$ cat src/rtl/mvm_pkg.sv
`default_nettype none
// ============================================================================
// mvm_pkg : shared types, default sizes and width helper for the MVM sequencer
// Rev 1.0
// ============================================================================
package mvm_pkg;

  localparam int DEF_M = 4;
  localparam int DEF_N = 4;

  typedef enum logic [2:0] {
    S_IDLE    = 3'd0,
    S_COMPUTE = 3'd1,
    S_DRAIN   = 3'd2,
    S_OUTPUT  = 3'd3,
    S_DONE    = 3'd4
  } state_e;

  function automatic int m_addr_width(input int m, input int n);
    return (m * n > 1) ? $clog2(m * n) : 1;
  endfunction

endpackage
`default_nettype wire

$ cat src/rtl/ctrl_mvm_addr_gen.sv
`default_nettype none
// ============================================================================
// ctrl_mvm_addr_gen : row/col counters and x/m memory read address generation
// Rev 1.0
// ============================================================================
module ctrl_mvm_addr_gen
  import mvm_pkg::*;
#(
  parameter int M            = DEF_M,
  parameter int N            = DEF_N,
  parameter int X_ADDR_WIDTH = $clog2(N),
  parameter int M_ADDR_WIDTH = m_addr_width(M, N)
) (
  input  logic                    clk,
  input  logic                    reset,
  input  logic                    clear_i,
  input  logic                    col_inc_i,
  input  logic                    row_inc_i,
  output logic                    col_first_o,
  output logic                    col_last_o,
  output logic                    row_last_o,
  output logic [X_ADDR_WIDTH-1:0] rd_addr_x_o,
  output logic [M_ADDR_WIDTH-1:0] rd_addr_m_o
);

  localparam int ROW_W = (M > 1) ? $clog2(M) : 1;

  logic [X_ADDR_WIDTH-1:0] col_q, col_d;
  logic [ROW_W-1:0]        row_q, row_d;

  // Row advance wins over column advance so col wraps to 0 on every new row.
  always_comb begin
    col_d = col_q;
    row_d = row_q;
    if (clear_i) begin
      col_d = '0;
      row_d = '0;
    end else if (row_inc_i) begin
      col_d = '0;
      row_d = row_q + ROW_W'(1);
    end else if (col_inc_i) begin
      col_d = col_q + X_ADDR_WIDTH'(1);
    end
  end

  always_ff @(posedge clk or negedge reset) begin
    if (!reset) begin
      col_q <= '0;
      row_q <= '0;
    end else begin
      col_q <= col_d;
      row_q <= row_d;
    end
  end

  assign col_first_o = (col_q == '0);
  assign col_last_o  = (col_q == X_ADDR_WIDTH'(N - 1));
  assign row_last_o  = (row_q == ROW_W'(M - 1));
  assign rd_addr_x_o = col_q;
  assign rd_addr_m_o = M_ADDR_WIDTH'(row_q) * M_ADDR_WIDTH'(N) + M_ADDR_WIDTH'(col_q);

endmodule
`default_nettype wire

$ cat src/rtl/ctrl_mvm_seq.sv
`default_nettype none
// ============================================================================
// ctrl_mvm_seq : matrix-vector multiply sequencer (memory walk, MAC strobes, y handshake)
// Rev 1.0
// ============================================================================
module ctrl_mvm_seq
  import mvm_pkg::*;
#(
  parameter int M            = DEF_M,
  parameter int N            = DEF_N,
  parameter int X_ADDR_WIDTH = $clog2(N),
  parameter int M_ADDR_WIDTH = m_addr_width(M, N)
) (
  input  logic                    clk,
  input  logic                    reset,
  input  logic [X_ADDR_WIDTH:0]   x_count,
  input  logic [M_ADDR_WIDTH:0]   m_count,
  output logic                    en_ext_ctrl,
  output logic                    clr_counts,
  output logic [X_ADDR_WIDTH-1:0] rd_addr_x,
  output logic [M_ADDR_WIDTH-1:0] rd_addr_m,
  output logic                    mac_en,
  output logic                    clear_acc,
  output logic                    y_valid,
  input  logic                    y_ready,
  output logic                    done
);

  localparam logic [X_ADDR_WIDTH:0] X_FULL = (X_ADDR_WIDTH + 1)'(N);
  localparam logic [M_ADDR_WIDTH:0] M_FULL = (M_ADDR_WIDTH + 1)'(M * N);

  state_e state_q, state_d;
  logic   prev_done_q;
  logic   en_q;
  logic   mac_en_q, clear_acc_q;

  logic   cnt_clear, col_inc, row_inc;
  logic   issue, issue_first;
  logic   col_first, col_last, row_last;
  logic   load_ok;

  ctrl_mvm_addr_gen #(
    .M            (M),
    .N            (N),
    .X_ADDR_WIDTH (X_ADDR_WIDTH),
    .M_ADDR_WIDTH (M_ADDR_WIDTH)
  ) u_addr_gen (
    .clk          (clk),
    .reset        (reset),
    .clear_i      (cnt_clear),
    .col_inc_i    (col_inc),
    .row_inc_i    (row_inc),
    .col_first_o  (col_first),
    .col_last_o   (col_last),
    .row_last_o   (row_last),
    .rd_addr_x_o  (rd_addr_x),
    .rd_addr_m_o  (rd_addr_m)
  );

  // The counts seen right after DONE are stale until the clear lands, so skip that cycle.
  assign load_ok = (x_count == X_FULL) && (m_count == M_FULL) && !prev_done_q;

  always_ff @(posedge clk or negedge reset) begin
    if (!reset) begin
      state_q     <= S_IDLE;
      prev_done_q <= 1'b0;
      en_q        <= 1'b0;
      mac_en_q    <= 1'b0;
      clear_acc_q <= 1'b0;
    end else begin
      state_q     <= state_d;
      prev_done_q <= (state_q == S_DONE);
      en_q        <= (state_d != S_IDLE);
      mac_en_q    <= issue;
      clear_acc_q <= issue_first;
    end
  end

  always_comb begin
    state_d = state_q;
    case (state_q)
      S_IDLE:    if (load_ok) state_d = S_COMPUTE;
      S_COMPUTE: if (col_last) state_d = S_DRAIN;
      S_DRAIN:   state_d = S_OUTPUT;
      S_OUTPUT:  if (y_ready) state_d = row_last ? S_DONE : S_COMPUTE;
      S_DONE:    state_d = S_IDLE;
      default:   state_d = S_IDLE;
    endcase
  end

  always_comb begin
    cnt_clear   = (state_q == S_IDLE) || (state_q == S_DONE);
    col_inc     = (state_q == S_COMPUTE) && !col_last;
    row_inc     = (state_q == S_OUTPUT) && y_ready && !row_last;
    issue       = (state_q == S_COMPUTE);
    issue_first = (state_q == S_COMPUTE) && col_first;
    y_valid     = (state_q == S_OUTPUT);
    done        = (state_q == S_DONE);
    clr_counts  = (state_q == S_DONE);
  end

  // Read data arrives one cycle after the address, so the MAC strobes trail by one register.
  assign mac_en      = mac_en_q;
  assign clear_acc   = clear_acc_q;
  assign en_ext_ctrl = en_q;

endmodule
`default_nettype wire

$ cat config.mk
export PLATFORM = sky130hd
export DESIGN_NAME = ctrl_mvm_seq
export DESIGN_NICKNAME = d
export VERILOG_FILES = /design/src/rtl/mvm_pkg.sv /design/src/rtl/ctrl_mvm_addr_gen.sv /design/src/rtl/ctrl_mvm_seq.sv
export SDC_FILE = /design/constraint.sdc
export NUM_CORES = 1
export LEC_CHECK = 0
export CAP_MARGIN = 10
export CORE_MARGIN = 4
export CORE_UTILIZATION = 36
export CTS_CLUSTER_DIAMETER = 30
export DETAILED_ROUTE_END_ITERATION = 12
export PLACE_DENSITY = 0.74
export SYNTH_ARGS = -nofsm -noshare
export SYNTH_HDL_FRONTEND = slang
export SYNTH_HIERARCHICAL = 1
export SYNTH_SLANG_ARGS = --single-unit
$ cat constraint.sdc
create_clock -name clk -period 1.3 [get_ports clk]
set_input_delay 0.26 -clock clk [delete_from_list [all_inputs] [get_ports clk]]
set_output_delay 0.26 -clock clk [all_outputs]
set_load 0.005 [all_outputs]
# After elaboration in Yosys (flattened, before gate mapping)

Cells that the tools add are included.

Output and inout bits: 12
Logic and storage cells: 43
Input bits: 11
Register bits after elaboration: 11

Add/sub/neg operators: 3
Reductions and logical operators: 15
Equality and inequality tests: 8
Multiplexer cells: 10

Operator list:

| kind                                                            | count |
|---|---|
| 3-bit 2-to-1 mux                                                | 4 |
| 3-bit one-hot mux with 4 select lines                           | 1 |
| 2-bit 2-to-1 mux                                                | 5 |
| 3-bit by 2-bit == test with 1-bit output, second input constant | 2 |
| 3-bit == test, second input constant                            | 2 |
| 1-bit logical AND                                               | 6 |
| 3-bit nonzero test                                              | 2 |
| 5-bit == test, second input constant                            | 1 |
| 2-bit by 1-bit adder with 2-bit output, second input constant   | 2 |
| 4-bit by 2-bit adder with 4-bit output                          | 1 |
| 2-bit == test, second input constant                            | 2 |
| 3-bit by 1-bit == test with 1-bit output, second input constant | 1 |
| 1-bit zero test                                                 | 3 |
| 3-bit zero test                                                 | 1 |
| 2-bit zero test                                                 | 1 |
| 2-bit nonzero test                                              | 1 |
| 1-bit logical OR                                                | 1 |

# Longest topological paths before layout

Word-level depth: 6
Gate-level depth with buffers: 6
Depth with buffers taken out: 5

# Hierarchy

The synthesis kept the hierarchy.

Modules (own cells, without submodules):

| module            | times used | cells an instance | sequential area each (um2) | area each (um2) |
|---|---|---|---|---|
| ctrl_mvm_seq      | 1          | 32                | 175.2                      | 350.3 |
| ctrl_mvm_addr_gen | 1          | 19                | 100.1                      | 215.2 |

# Worst setup path before layout

Ideal clock, no wire load.

Path type: reg2reg
Start point: register u_addr_gen.col_q[0], in the netlist u_addr_gen/rd_addr_x_o[0]
End point: register u_addr_gen.col_q[1], in the netlist u_addr_gen/rd_addr_x_o[1]
Path slack: -125 ps
Required time: 1167 ps
Path buffers: 0
Library setup time: 133 ps
Clock period less this slack: 1425 ps
Arrival time: 1292 ps
Cell stages (with the launch flop): 5
Cell sequence: dfrtp_1 > ha_1 > nor4b_2 > mux2i_1 > nor3_1

Longest elaborated chain between the ends: 4
Elaborated cells on any way between the ends: 8
Classes of those cells: 1 x add/sub; 1 x eq/ne; 3 x mux; 3 x reduce/logical

Ends and longest elaborated chain:

| element                             | line                    | text |
|---|---|---|
| start: declaration                  | ctrl_mvm_addr_gen.sv:28 | `logic [X_ADDR_WIDTH-1:0] col_q, col_d;` |
| start signal: assignment            | ctrl_mvm_addr_gen.sv:51 | `col_q <= col_d;` |
| 2-bit == test                       | ctrl_mvm_addr_gen.sv:57 | `assign col_last_o = (col_q == X_ADDR_WIDTH'(N - 1));` |
| via col_last                        | ctrl_mvm_seq.sv:39      | `logic col_first, col_last, row_last;` |
| 1-bit zero test                     | ctrl_mvm_seq.sv:93      | `col_inc = (state_q == S_COMPUTE) && !col_last;` |
| 1-bit logical AND                   | ctrl_mvm_seq.sv:93      |  |
| via col_inc                         | ctrl_mvm_seq.sv:37      | `logic cnt_clear, col_inc, row_inc;` |
| 3-bit nonzero test (no source line) | n/a                     |  |

The timed path passes the listed nets, and every way through them passes these cells. The select of a mux whose other input is x is not followed.
A chain may end at the register's enable or synchronous reset.

# Worst setup path in the final report

Start point: register state_q[0]
End point: output done

Longest elaborated chain between the ends: 1

Ends and longest elaborated chain:

| element                  | line               | text |
|---|---|---|
| start: declaration       | ctrl_mvm_seq.sv:32 | `state_e state_q, state_d;` |
| start signal: assignment | ctrl_mvm_seq.sv:71 | `state_q <= state_d;` |
| 3-bit == test            | ctrl_mvm_seq.sv:98 | `done = (state_q == S_DONE);` |
| end: declaration         | ctrl_mvm_seq.sv:26 | `output logic done` |

No other way between the ends.

==> key figures <==
Status
  • Status: finished with violations
  • Failing checks: negative setup slack

Critical path
  • Critical path peak fanout: 3
  • CP Cell Sequence: buf_4 > nor3_4 > buf_2
  • CP max stage delay: 0.41 ns
  • R2R cell count: 4
  • Arr. time, crit path: 1.16 ns
  • Req. time, crit path: 1.04 ns
  • Critical path launch point type: register
  • Reg-to-Reg Start: u_addr_gen/rd_addr_x_o[1]$_DFFE_PN0P_
  • Worst R2R Setup Slack: -0.11 ns
  • CP max-delay cell: dfrtp_1
  • Setup crit end kind: output port
  • WS Path Type: register to output port
  • R2R Path End: u_addr_gen/rd_addr_x_o[1]$_DFFE_PN0P_

Cells and area
  • Final Instance Area: 988 µm²
  • Ant. Diodes: 0
  • Commonest non-fill, non-tap cell in the layout: buf_4
  • Area Growth Syn to Fin: 74.8%
  • Commonest cells after routing, fill and taps aside: buf_4, dfrtp_1, clkdlybuf4s50_1
  • Share of cells above drive strength 1: 45.2%
  • Nets: 108

Placed design
  • DP Area: 868 µm²
  • Place WS: -0.201 ns
  • DPL Wire Length: 1.04 mm
  • IO buf count: 22
  • Final GP Congestion: 0.770

Flow run
  • Max_cap viols: 0

Drt
  • Routed Antenna Nets: 0
  • Routed vias: 534
  • Wire per inst: 13.7 µm
  • Final WL: 1.50 mm
  • Router iterations before antenna repair: 4
  • DRC Markers: 0
  • Vias per cell: 4.90
  • DRT iter0 DRCs: 12

Die
  • Die height: 47.6 µm
  • Die Wd: 47.6 µm
  • I/O pin count: 23
  • DIE AREA: 2270 µm²
  • Initial core utilization: 38.0%
  • Row count: 14
  • CORE AREA: 1490 µm²

CTS
  • Root buffer cell: clkbuf_4
  • Sinks on Clock Net: 11
  • Maximum root-to-sink buffer count: 2
  • CTS tree: built
  • Cts hold-fix bufs: 0
  • Reg clk slew, reported paths: 0.07 ns
  • Worst skew pair latency: 0.26 ns
  • TritonCTS buffer count: 3
  • H-tree depth: 1

Synth
  • Synth unique cells: 23
  • Ys async rst share: 100%
  • Synth warn: 6
  • Post-synth EDFFs: 0
  • Most used DFF post-synth: dfrtp_1
  • Register area share after synthesis: 48.7%
  • Syn Nets: 65
  • Synth Cell Area: 566 µm²
  • Post-synthesis register bit count: 11
  • Synth Instances: 51
  • Synthesized area per cell: 11.1 µm²

Global routing
  • Vias in the first global route: 520
  • Gr usage total: 14.3%
  • Initial antenna violation count: 0
  • Pin count of the biggest net entering global routing: 12
  • Global-route wire length before repair: 2.26 mm
  • Global route overflow: 0

Pwr
  • Clock Power Share: 14.0%
  • Net Sw Power: 0.575 mW
  • Sw Ratio: 34.4%
  • Share of power burned in registers: 31.0%
  • Internal: 1.10 mW
  • Pwr dens: 1690 nW/µm²
  • Leakage power: 0.492 nW
  • Maximum VDD drop: 0.964 mV
  • Comb pwr share: 55.0%
  • Total power: 1.67 mW

Timing
  • Final worst setup slack: -0.122 ns
  • Hold Slack: 0.292 ns
  • Max Clock Freq: 703 MHz
  • Period utilisation layout: 109%
  • Final Setup Violations: 8
  • Worst Max-Slew Pin Slew: 0.381 ns
  • RSZ-0062 raised after global routing: true
  • Crit path time final: 1.42 ns
  • Slew HR: 74.5%
  • Final slew viol count: 0
  • Skew final: 0.000837 ns
  • Final Hold Fails: 0

Min path
  • Worst Hold Class: primary input to asynchronous set/reset pin
## Yosys cell counts, types with 2 or more instances
| cell | count | area share, % |
|---|---|---|
| dfrtp_1 | 11 | 49 |
| nor2_1 | 5 | 3.3 |
| buf_4 | 3 | 4.0 |
| ha_1 | 3 | 6.6 |
| nand2_1 | 3 | 2.0 |
| nor3_1 | 3 | 2.7 |
| nor4b_2 | 3 | 8.0 |
| inv_1 | 2 | 1.3 |
| mux2i_1 | 2 | 3.5 |
| nand3_1 | 2 | 1.8 |
| xnor2_1 | 2 | 3.1 |
## metal layers
layer  up-vias  global-route usage [%]  wire, µm
met3         4                    2.63        53
met5         -                       0         0
met2        13                    23.8       766
li1        257                       -         -
met4         0                    5.91        19
met1       260                    18.2       656
## power groups by stage
stage	clock network (mW)	registers [mW]	logic [mW]
detailed placement	0	0.503	0.822
finish	0.233	0.518	0.919
global placement	0	0.495	0.798
global route	0.267	0.529	0.989
CTS	0.238	0.523	0.905
floorplan	0	0.517	0.408
## cell families (layout without fill, tap and decap cells)
kind of cell | Yosys count | count (layout) | synth area share (%)
AND/OR/NAND/NOR | 21 | 21 | 25.0
flip-flops | 11 | 11 | 48.7
multiplexers | 2 | 2 | 3.54
adder cells (fa/ha/maj) | 3 | 3 | 6.64
buffers and inverters | 8 | 50 | 8.85
XOR/XNOR | 2 | 2 | 3.10
AO/OA/AOI/OAI | 4 | 4 | 4.20
## worst max-delay path, delay by kind of cell, from the launching register on
kind	cells	cell delay, ns
flops	1	0.41
buf+inv	2	0.29
simple gates	1	0.19
## stage by stage
step | TNS, ns | utilization, % | instances
floorplan | -0.0458 | - | 51
global placement | -0.814 | 58.3 | 95
detailed placement | -1.03 | 58.3 | 95
CTS | -0.620 | 65.1 | 106
global route | -1.32 | 66.4 | 109
finish | -0.745 | 66.4 | 109
## worst max path at each step
stage                                                 end  slack, ns                                  start  cells past startpoint
floorplan           u_addr_gen/rd_addr_x_o[1]$_DFFE_PN0P_      -0.05  u_addr_gen/rd_addr_x_o[0]$_DFFE_PN0P_                      4
global placement                     state_q[0]$_DFF_PN0_      -0.19                             m_count[0]                      4
detailed placement                             clr_counts      -0.20                   state_q[2]$_DFF_PN0_                      3
CTS                       u_addr_gen/row_q[1]$_DFFE_PN0P_      -0.11                   state_q[2]$_DFF_PN0_                      7
global route              u_addr_gen/row_q[1]$_DFFE_PN0P_      -0.21                   state_q[2]$_DFF_PN0_                      7
finish                                               done      -0.12                   state_q[0]$_DFF_PN0_                      3
## flip-flops by register name, summed over array words and instances, names as in the netlist
name	flops
u_addr_gen/rd_addr_x_o	2
state_q	3
en_ext_ctrl	1
clear_acc	1
mac_en	1
u_addr_gen/row_q	2
prev_done_q	1
## what timing repair did
action | CTS | global route
endpoints found under the setup margin | 17 | 13
gates resized for setup | 37 | 7
pin swaps | 2 | 3
setup buffers | 7 | 4
## layout make-up
type / instances / area [µm²]
fill: 111 / 500
timing repair buffer: 43 / 362
multi-input combinational: 32 / 294
sequential: 11 / 275
clock buffer: 4 / 26.3
tap: 16 / 20.0
inverter: 3 / 11.3
Note: power is estimated with default switching activity, not from simulation.
